### src/rtl/div_unit_pkg.sv
// Shared definitions for the iterative divider: op one-hot bit positions and FSM states.
// Latency: n/a (definitions only).
// Backpressure: n/a.
package div_unit_pkg;

    // Bit positions inside the one-hot divide op field
    localparam int OP_DIV  = 0;
    localparam int OP_DIVU = 1;
    localparam int OP_REM  = 2;
    localparam int OP_REMU = 3;

    typedef enum logic [1:0] {
        S_IDLE = 2'd0,
        S_CALC = 2'd1,
        S_DONE = 2'd2
    } state_t;

endpackage

### src/rtl/div_unit_if.sv
// Request/response bundle between the execute stage, the divider and the writeback consumer.
// Latency: n/a (wiring only).
// Backpressure: E_div_ready_o gates requests, W_ready_i gates result handoff.
interface div_unit_if #(
    parameter int XLEN = 32
) ();

    logic            E_div_valid_i;
    logic [3:0]      E_div_op_i;
    logic [XLEN-1:0] E_div_op1_i;
    logic [XLEN-1:0] E_div_op2_i;
    logic            E_div_ready_o;
    logic            D_flush_i;
    logic            DIV_valid_o;
    logic [XLEN-1:0] DIV_result_o;
    logic            W_ready_i;

    // Pipeline side: issues requests, flushes, consumes results
    modport master (
        output E_div_valid_i, E_div_op_i, E_div_op1_i, E_div_op2_i, D_flush_i, W_ready_i,
        input  E_div_ready_o, DIV_valid_o, DIV_result_o
    );

    // Divider side
    modport slave (
        input  E_div_valid_i, E_div_op_i, E_div_op1_i, E_div_op2_i, D_flush_i, W_ready_i,
        output E_div_ready_o, DIV_valid_o, DIV_result_o
    );

endinterface

### src/rtl/div_unit_step.sv
// One radix-2 restoring division iteration on unsigned magnitudes.
// Latency: combinational.
// Backpressure: none.
module div_step #(
    parameter int XLEN = 32
) (
    input  logic [XLEN-1:0] rem_in,
    input  logic [XLEN-1:0] dvd_in,
    input  logic [XLEN-1:0] dvs,
    output logic [XLEN-1:0] rem_out,
    output logic [XLEN-1:0] dvd_out,
    output logic            q_bit
);

    logic [XLEN:0] shifted;
    logic [XLEN:0] diff;

    // Shift remainder:dividend left, trial-subtract, restore on a negative result.
    // The remainder is always below the divisor, so XLEN+1 bits never overflow.
    always_comb begin
        shifted = {rem_in, dvd_in[XLEN-1]};
        diff    = shifted - {1'b0, dvs};
        q_bit   = ~diff[XLEN];
        rem_out = q_bit ? diff[XLEN-1:0] : shifted[XLEN-1:0];
        dvd_out = {dvd_in[XLEN-2:0], q_bit};
    end

endmodule

### src/rtl/div_unit.sv
// Iterative RISC-V style divider (div/divu/rem/remu) with a single outstanding request.
// Latency: XLEN cycles accept->valid; divide-by-zero and signed overflow in 1 cycle.
// Backpressure: ready only in IDLE; result held in DONE until W_ready_i; flush drops everything.
module div_unit
    import div_unit_pkg::*;
#(
    parameter int XLEN = 32
) (
    input  logic    clk,
    input  logic    rst_n,
    div_unit_if.slave bus
);

    localparam int CNT_W = $clog2(XLEN);

    state_t          state, state_nxt;
    logic [XLEN-1:0] rem_q, dvd_q, dvs_q;
    logic [3:0]      op_q;
    logic            q_neg_q, r_neg_q;
    logic [CNT_W-1:0] cnt_q;

    logic            accept, is_signed_in, div0, ovf;
    logic [XLEN-1:0] op1, op2, abs1, abs2;
    logic [XLEN-1:0] step_rem, step_dvd;
    logic            step_q;
    logic [XLEN-1:0] quo, rmd;
    logic            ready, valid;

    assign op1 = bus.E_div_op1_i;
    assign op2 = bus.E_div_op2_i;

    // Request decode: operand magnitudes and the two single-cycle special cases
    always_comb begin
        is_signed_in = bus.E_div_op_i[OP_DIV] | bus.E_div_op_i[OP_REM];
        abs1         = op1[XLEN-1] ? -op1 : op1;
        abs2         = op2[XLEN-1] ? -op2 : op2;
        div0         = (op2 == '0);
        ovf          = is_signed_in && (op1 == {1'b1, {(XLEN-1){1'b0}}}) && (op2 == '1);
        accept       = (state == S_IDLE) && bus.E_div_valid_i && !bus.D_flush_i;
    end

    div_step #(.XLEN(XLEN)) u_step (
        .rem_in  (rem_q),
        .dvd_in  (dvd_q),
        .dvs     (dvs_q),
        .rem_out (step_rem),
        .dvd_out (step_dvd),
        .q_bit   (step_q)
    );

    // FSM state register
    always_ff @(posedge clk or negedge rst_n) begin
        if (!rst_n) state <= S_IDLE;
        else        state <= state_nxt;
    end

    // Next-state and handshake outputs; flush overrides every other transition
    always_comb begin
        state_nxt = state;
        ready     = 1'b0;
        valid     = 1'b0;
        case (state)
            S_IDLE: begin
                ready = 1'b1;
                if (accept) state_nxt = (div0 || ovf) ? S_DONE : S_CALC;
            end
            S_CALC: begin
                if (cnt_q == CNT_W'(XLEN-1)) state_nxt = S_DONE;
            end
            S_DONE: begin
                valid = 1'b1;
                if (bus.W_ready_i) state_nxt = S_IDLE;
            end
            default: state_nxt = S_IDLE;
        endcase
        if (bus.D_flush_i) state_nxt = S_IDLE;
    end

    // Datapath: load on accept (special cases preload the final answer), iterate in CALC.
    // After XLEN steps dvd_q holds the quotient magnitude and rem_q the remainder magnitude.
    always_ff @(posedge clk or negedge rst_n) begin
        if (!rst_n) begin
            rem_q   <= '0;
            dvd_q   <= '0;
            dvs_q   <= '0;
            op_q    <= '0;
            q_neg_q <= 1'b0;
            r_neg_q <= 1'b0;
            cnt_q   <= '0;
        end else if (accept) begin
            op_q  <= bus.E_div_op_i;
            cnt_q <= '0;
            dvs_q <= is_signed_in ? abs2 : op2;
            if (div0) begin
                dvd_q   <= '1;
                rem_q   <= op1;
                q_neg_q <= 1'b0;
                r_neg_q <= 1'b0;
            end else if (ovf) begin
                dvd_q   <= op1;
                rem_q   <= '0;
                q_neg_q <= 1'b0;
                r_neg_q <= 1'b0;
            end else begin
                dvd_q   <= is_signed_in ? abs1 : op1;
                rem_q   <= '0;
                q_neg_q <= is_signed_in & (op1[XLEN-1] ^ op2[XLEN-1]);
                r_neg_q <= is_signed_in & op1[XLEN-1];
            end
        end else if (state == S_CALC && !bus.D_flush_i) begin
            rem_q <= step_rem;
            dvd_q <= step_dvd;
            cnt_q <= cnt_q + CNT_W'(1);
        end
    end

    // Sign fix-up and result select; output forced to zero outside DONE
    always_comb begin
        quo = (q_neg_q && op_q[OP_DIV]) ? -dvd_q : dvd_q;
        rmd = (r_neg_q && op_q[OP_REM]) ? -rem_q : rem_q;
        bus.DIV_result_o  = '0;
        if (state == S_DONE)
            bus.DIV_result_o = (op_q[OP_REM] || op_q[OP_REMU]) ? rmd : quo;
        bus.DIV_valid_o   = valid;
        bus.E_div_ready_o = ready;
    end

endmodule

### src/flat_wrapper.sv
// flat-port wrapper written by rule: the top's interface ports become plain ports
module div_unit_flat import div_unit_pkg::*;
#(
    parameter int XLEN = 32
)
  (clk, rst_n, bus_E_div_valid_i, bus_E_div_op_i, bus_E_div_op1_i, bus_E_div_op2_i, bus_D_flush_i, bus_W_ready_i, bus_E_div_ready_o, bus_DIV_valid_o, bus_DIV_result_o);
  div_unit_if #(.XLEN(XLEN)) bus_i ();
  input  logic clk;
  input  logic rst_n;
  input wire logic [$bits(bus_i.E_div_valid_i)-1:0] bus_E_div_valid_i;
  input wire logic [$bits(bus_i.E_div_op_i)-1:0] bus_E_div_op_i;
  input wire logic [$bits(bus_i.E_div_op1_i)-1:0] bus_E_div_op1_i;
  input wire logic [$bits(bus_i.E_div_op2_i)-1:0] bus_E_div_op2_i;
  input wire logic [$bits(bus_i.D_flush_i)-1:0] bus_D_flush_i;
  input wire logic [$bits(bus_i.W_ready_i)-1:0] bus_W_ready_i;
  output wire logic [$bits(bus_i.E_div_ready_o)-1:0] bus_E_div_ready_o;
  output wire logic [$bits(bus_i.DIV_valid_o)-1:0] bus_DIV_valid_o;
  output wire logic [$bits(bus_i.DIV_result_o)-1:0] bus_DIV_result_o;
  assign bus_i.E_div_valid_i = bus_E_div_valid_i;
  assign bus_i.E_div_op_i = bus_E_div_op_i;
  assign bus_i.E_div_op1_i = bus_E_div_op1_i;
  assign bus_i.E_div_op2_i = bus_E_div_op2_i;
  assign bus_i.D_flush_i = bus_D_flush_i;
  assign bus_i.W_ready_i = bus_W_ready_i;
  assign bus_E_div_ready_o = bus_i.E_div_ready_o;
  assign bus_DIV_valid_o = bus_i.DIV_valid_o;
  assign bus_DIV_result_o = bus_i.DIV_result_o;
  div_unit #(.XLEN(XLEN)) u_core (.clk(clk), .rst_n(rst_n), .bus(bus_i));
endmodule
### config.mk
export PLATFORM = sky130hd
export DESIGN_NAME = div_unit_flat
export DESIGN_NICKNAME = d
export VERILOG_FILES = /design/src/rtl/div_unit_pkg.sv /design/src/rtl/div_unit_if.sv /design/src/rtl/div_unit_step.sv /design/src/rtl/div_unit.sv /design/src/flat_wrapper.sv
export SDC_FILE = /design/constraint.sdc
export NUM_CORES = 1
export LEC_CHECK = 0
export ABC_CLOCK_PERIOD_IN_PS = 3620
export BUFFER_PORTS_ARGS = -buffer_cell sky130_fd_sc_hd__buf_2
export CAP_MARGIN = 20
export CORE_MARGIN = 3
export CORE_UTILIZATION = 40
export DETAILED_ROUTE_END_ITERATION = 10
export PLACE_DENSITY = 0.64
export SETUP_SLACK_MARGIN = 0.02
export SLEW_MARGIN = 30
export SYNTH_ARGS = -nofsm -noshare
export SYNTH_HDL_FRONTEND = slang
export SYNTH_SLANG_ARGS = --single-unit
### constraint.sdc
create_clock -name clk -period 3.62 [get_ports clk]
set_clock_uncertainty 0.15 [all_clocks]
set_input_delay 0.181 -clock clk [delete_from_list [all_inputs] [get_ports clk]]
set_output_delay 0.181 -clock clk [all_outputs]
set_load 0.005 [all_outputs]
# == Word level (Yosys, flattened, before mapping) ==
# Cells that the tools add are included.
# totals
in_bits,73
register_bits,109
# op_classes
n_mux,30
addsub,6
n_bitwise,5
reduce_logical,14
eq_ne,8
# ops
cell,count
2-to-1 mux 32 bit,16
negation 32 bit,4
equality test 32 bit (second input constant),2
subtractor 33 x 32 -> 33 bit,1
zero test 32 bit,1
2-to-1 mux 2 bit,5
2-to-1 mux 5 bit,2
logical AND 1 bit,7
2-to-1 mux 1 bit,6
inequality test 3 x 2 -> 1 bit (second input constant),2
one-hot mux 2 bit (3 select lines),1
adder 5 x 1 -> 5 bit (second input constant),1
equality test 5 bit (second input constant),1
inequality test 3 bit (second input constant),1
AND reduction 3 bit,1
AND 1 bit,2
equality test 2 x 1 -> 1 bit (second input constant),1
equality test 2 bit (second input constant),1
zero test 2 bit,1
logical OR 1 bit,2
nonzero test 2 bit,1
zero test 1 bit,1
NOT 1 bit,1
bitwise OR 1 bit,1
XOR 1 bit,1

# == Longest topological paths before layout ==
# logic_depth
ltp_word,8
mapped_depth,13
mapped_depth_nobuf,12

# == Modules after synthesis ==
# Synthesis repeated with hierarchy kept, for this count alone.
# hier_totals
hier_cells,1328
area_unflattened_um2,10243.6
# by_module_without_submodules
module,instances,cells_each,seq_area_each_um2,area_each_um2
div_unit,1,985,2702.6,7747.4
div_step,1,343,0.0,2496.1

# == Least setup slack after synthesis ==
# No wires, ideal clock.
# synth_path
path_kind,register -> register
startpoint,register u_core.rem_q[19]
endpoint,register u_core.rem_q[31]
setup_time_ns,0.136
required_ns,3.334
slack_ns,0.487
synth_period_minus_slack_ns,3.133
arrival_time_ns,2.847
stages_incl_launch_ff,11
cell_sequence,dfrtp_1 -> ha_1 -> a21o_1 -> a21o_1 -> a2111oi_2 -> a21oi_1 -> or4b_1 -> o211ai_2 -> mux2i_1 -> a2111oi_2 -> o211ai_1
# synth_via
elab_chain_cells,4
# synth_lines
element,line,source
"start, declared",div_unit.sv:17,"logic [XLEN-1:0] rem_q, dvd_q, dvs_q;"
"start signal, assigned",div_unit.sv:96,rem_q <= op1;
"start signal, assigned",div_unit.sv:111,rem_q <= step_rem;
subtractor 33 x 32 -> 33 bit,div_unit_step.sv:22,"diff = shifted - {1'b0, dvs};"
2-to-1 mux 32 bit,div_unit_step.sv:24,rem_out = q_bit ? diff[XLEN-1:0] : shifted[XLEN-1:0];
2-to-1 mux 32 bit,div_unit.sv:110,end else if (state == S_CALC && !bus.D_flush_i) begin
2-to-1 mux 32 bit,div_unit.sv:90,end else if (accept) begin
# Every way passes these cells. The select of a mux whose other input is x is not followed.
# A chain may end at the register's enable or synchronous reset.

# == Worst setup path in the final report ==
# layout_path
startpoint,register u_core.dvd_q[1]
endpoint,output bus_DIV_result_o[29]
# layout_via
elab_chain_cells,4
# layout_lines
element,line,source
"start, declared",div_unit.sv:17,
"start signal, assigned",div_unit.sv:100,dvd_q <= op1;
"start signal, assigned",div_unit.sv:105,dvd_q <= is_signed_in ? abs1 : op1;
"start signal, assigned",div_unit.sv:112,dvd_q <= step_dvd;
negation 32 bit,div_unit.sv:119,quo = (q_neg_q && op_q[OP_DIV]) ? -dvd_q : dvd_q;
2-to-1 mux 32 bit,div_unit.sv:119,
2-to-1 mux 32 bit,div_unit.sv:123,bus.DIV_result_o = (op_q[OP_REM] || op_q[OP_REMU]) ? rmd : quo;
2-to-1 mux 32 bit,div_unit.sv:122,if (state == S_DONE)
"end, declared",flat_wrapper.sv:18,output wire logic [$bits(bus_i.DIV_result_o)-1:0] bus_DIV_result_o;
# Every way passes these cells.

==> results_dict.tcl <==
set metrics [dict create \
    rows 56 \
    synth_edf_count 0 \
    register_area_sq_um 2700 \
    status "complete, but fails checks" \
    synth.area.mux_share_pct 1.24 \
    final_util_pct 47.6 \
    cts_tree "yes" \
    design_area_sq_um 11300 \
    drtIter0Drc 686 \
    crit_type "reg2out" \
    ys.flop_type "dfrtp_1" \
    nNetsFinal 1492 \
    ant_nets 0 \
    synth_area_sq_um 9750 \
    synth_area_per_cell_sq_um 7.65 \
    arrival_ns 3.34 \
    drv_cap 0 \
    setup-violations-final 3 \
    crit_end "bus_DIV_result_o[29]" \
    slew_headroom_pct 37.0 \
    synthXorXnorAreaFrac_pct 12.7 \
    async_reset_ff_share_pct 100 \
    report.final.slew_viol_count 0 \
    track_usage_pct 23.0 \
    fmax_mhz 273 \
    placed_area_sq_um 10700 \
    vias 9764 \
    reg2reg_slack_ns 0.24 \
    io_pins 107 \
    die_width_um 162 \
    failed_checks "negative setup slack" \
    synthCells 1274 \
    synth_seq_area_share_pct 27.7 \
    insertedDiodeCount 0 \
    h-tree-depth 3 \
    insertion_delay_ns 0.36 \
    leakagePower_uw 0.00489 \
    end_kind "output pin" \
    first_global_vias 9222 \
    antenna_found_initial 0 \
    drive_gt1_share_pct 14.9 \
    min_period_over_period_pct 101 \
    timing.rr.end "u_core.rem_q[4]$_DFFE_PN0P_" \
    power.total_uw 7720 \
    timing.setup.tns_ns -0.0700 \
    cp_max_fo 4 \
    startpoint_type "flip-flop" \
    irDropWorstVdd_mv 0.414 \
    worstPathRequired_ns 3.29 \
    dpl.hpwl_um 23600 \
    wl_um 30900 \
    final_common_cell "nand2_1" \
    ff2ff_path_depth 11 \
    synth_simple_gate_area_share_pct 22.7 \
    worst_slack_ns -0.0481 \
    syn_nets 1387 \
    cts_buffers 9 \
    crit_start "u_core.dvd_q[1]$_DFFE_PN0P_" \
    drt-vias-per-instance 5.74 \
    worstReg2RegStart "u_core.rem_q[1]$_DFFE_PN0P_" \
    layout_min_cycle_time_ns 3.67 \
    synth-seq-cells 108 \
    grt_pass1_wl_um 48800 \
    worstMarginPinSlew_ns 0.942 \
    clk_pin_slew_ns 0.08 \
    synth_adder_area_share_pct 5.21 \
    globalplace.congestion 0.880 \
    yosys.area.top_type "dfrtp_1" \
    cts.sink_count 108 \
    die_height_um 162 \
    drt-pass1-iter-count 5 \
    post_drt_wl_per_cell_um 18.2 \
    synth_top_family_by_area "compound AO/OA/AOI/OAI gates" \
    grt_max_degree 76 \
    globalRouteOverflowTotal 0 \
    netlist.area_leader.share_pct 27.7 \
    p_per_area_nw_per_um2 686 \
    detailedPlace.worstSlack_ns 0.197 \
    start_util_pct 41.2 \
    io_buffers 105 \
    yosys-top-cells-area "dfrtp_1, nand2_1, xnor2_1, xor2_1, o21ai_0" \
    rsz0062_at_grt "yes" \
    multi_input_area_sq_um 6650 \
    die_area_sq_um 26300 \
    fillers 2418 \
    hold_violations 0 \
    clockBufferDepth 2 \
    worstHoldPathType "in2reg" \
    synth_compound_area_share_pct 25.5 \
    cts_root_buf "clkbuf_16" \
    yosysWarningCount 0 \
    yosys.cell_types.count 76 \
    synthToLayoutAreaGrowth_pct 15.5 \
    core_area_sq_um 23700 \
    drc 0 \
    final_cell_mix "nand2_1, nor2_1, o21ai_0" \
]
cell type report:
class | count | share of cell area, %
well taps | 319 | 3.54
flip-flops and latches | 108 | 24.0
repair buffers | 161 | 9.15
multi-input cells | 1044 | 59.1
clock buffers | 12 | 2.19
inverters | 55 | 1.83
clock inverters | 3 | 0.211
sequential cells by signal, indices dropped and copies added (netlist names):
signal and count:
u_core.dvs_q 32, u_core.r_neg_q 1, u_core.op_q 3, u_core.state 2, u_core.q_neg_q 1, u_core.dvd_q 32
u_core.rem_q 32, u_core.cnt_q 5
worst min path at each step:
stage                             start                           end  slack, ns  depth (start not counted)
floorplan                         rst_n   u_core.cnt_q[0]$_DFFE_PN0P_      -0.26                          0
global placement      bus_E_div_op_i[3]    u_core.op_q[3]$_DFFE_PN0P_       0.22                          3
detailed placement                rst_n  u_core.dvd_q[26]$_DFFE_PN0P_       0.11                          1
CTS                 bus_E_div_op2_i[16]  u_core.dvs_q[16]$_DFFE_PN0P_      0.009                          3
global route         bus_E_div_op2_i[5]   u_core.dvs_q[5]$_DFFE_PN0P_       0.03                          3
finish              bus_E_div_op2_i[16]  u_core.dvs_q[16]$_DFFE_PN0P_      0.008                          3
through the flow:
| step | std cells | hold WS, ns |
|---|---|---|
| 6_report | 1702 | 0.00822 |
| 5_1_grt | 1702 | 0.0308 |
| 4_1_cts | 1701 | 0.00915 |
| 3_5_place_dp | 1667 | 0.114 |
| 3_3_place_gp | 1667 | 0.223 |
| 2_1_floorplan | 1274 | -0.265 |
report_power, final:
| group | internal, uW | switching (uW) | leakage, uW |
|---|---|---|---|
| registers | 1560 | 575 | 0.00133 |
| logic | 1950 | 2670 | 0.00344 |
| clock network | 485 | 483 | 0.000125 |
| total | 4000 | 3730 | 0.00489 |
worst max-delay path: stages, from the launching register on:
cell and delay (ns):
dfrtp_1 0.39, or4_4 0.56, or3b_4 0.44, nor2_4 0.09, nand2_2 0.07, or4_4 0.48, nor4_4 0.22, a21oi_1 0.14
xnor2_1 0.16, a211oi_1 0.25, buf_2 0.16
cell families (layout without fill, tap and decap cells):
kind of cell / Yosys count / in the layout
flops: 108 / 108
compound gates: 386 / 386
xor+xnor: 141 / 141
simple gates: 465 / 465
mux: 12 / 12
buf+inv: 122 / 231
fa+ha+maj: 40 / 40
timing repair:
action | CTS | global route
endpoints found under the hold margin | 88 | 0
pin swaps | 3 | 2
setup endpoints to repair | 5 | 11
gates resized for setup | 6 | 9
buffers inserted | 4 | 1
hold buffers | 15 | 0
cell usage after synthesis (3+ instances only):
library cell,instances
o41ai_1,10
and2_1,3
o31ai_1,24
xor2_1,69
a21o_1,12
o21ai_0,109
a31oi_1,19
a32oi_1,24
or2_2,5
xnor2_1,72
clkbuf_1,56
inv_1,55
nor3_1,26
nor4_1,18
o21ai_1,3
a221oi_1,3
nand3_1,19
ha_1,39
o21bai_1,4
buf_1,4
nand4_1,17
buf_2,4
and3_1,14
nand2b_1,6
a22oi_1,14
or4_1,6
a21oi_1,90
nor2b_1,5
and4_1,3
mux2i_1,11
o31a_1,4
a211oi_1,30
nor2_1,128
or3_1,15
o21a_1,7
nand2_1,179
a21o_2,4
dfrtp_1,108
o211ai_1,9
per-layer routing:
metal  vias up  track usage, %  share of wire [%]
li1       4805               -                  -
met1      4586            33.6                 48
met2       334            36.0                 44
met3        39            2.73                6.5
met4         0            6.51                1.9
met5         -               0                  0
Note: power is estimated with default switching activity, not from simulation.
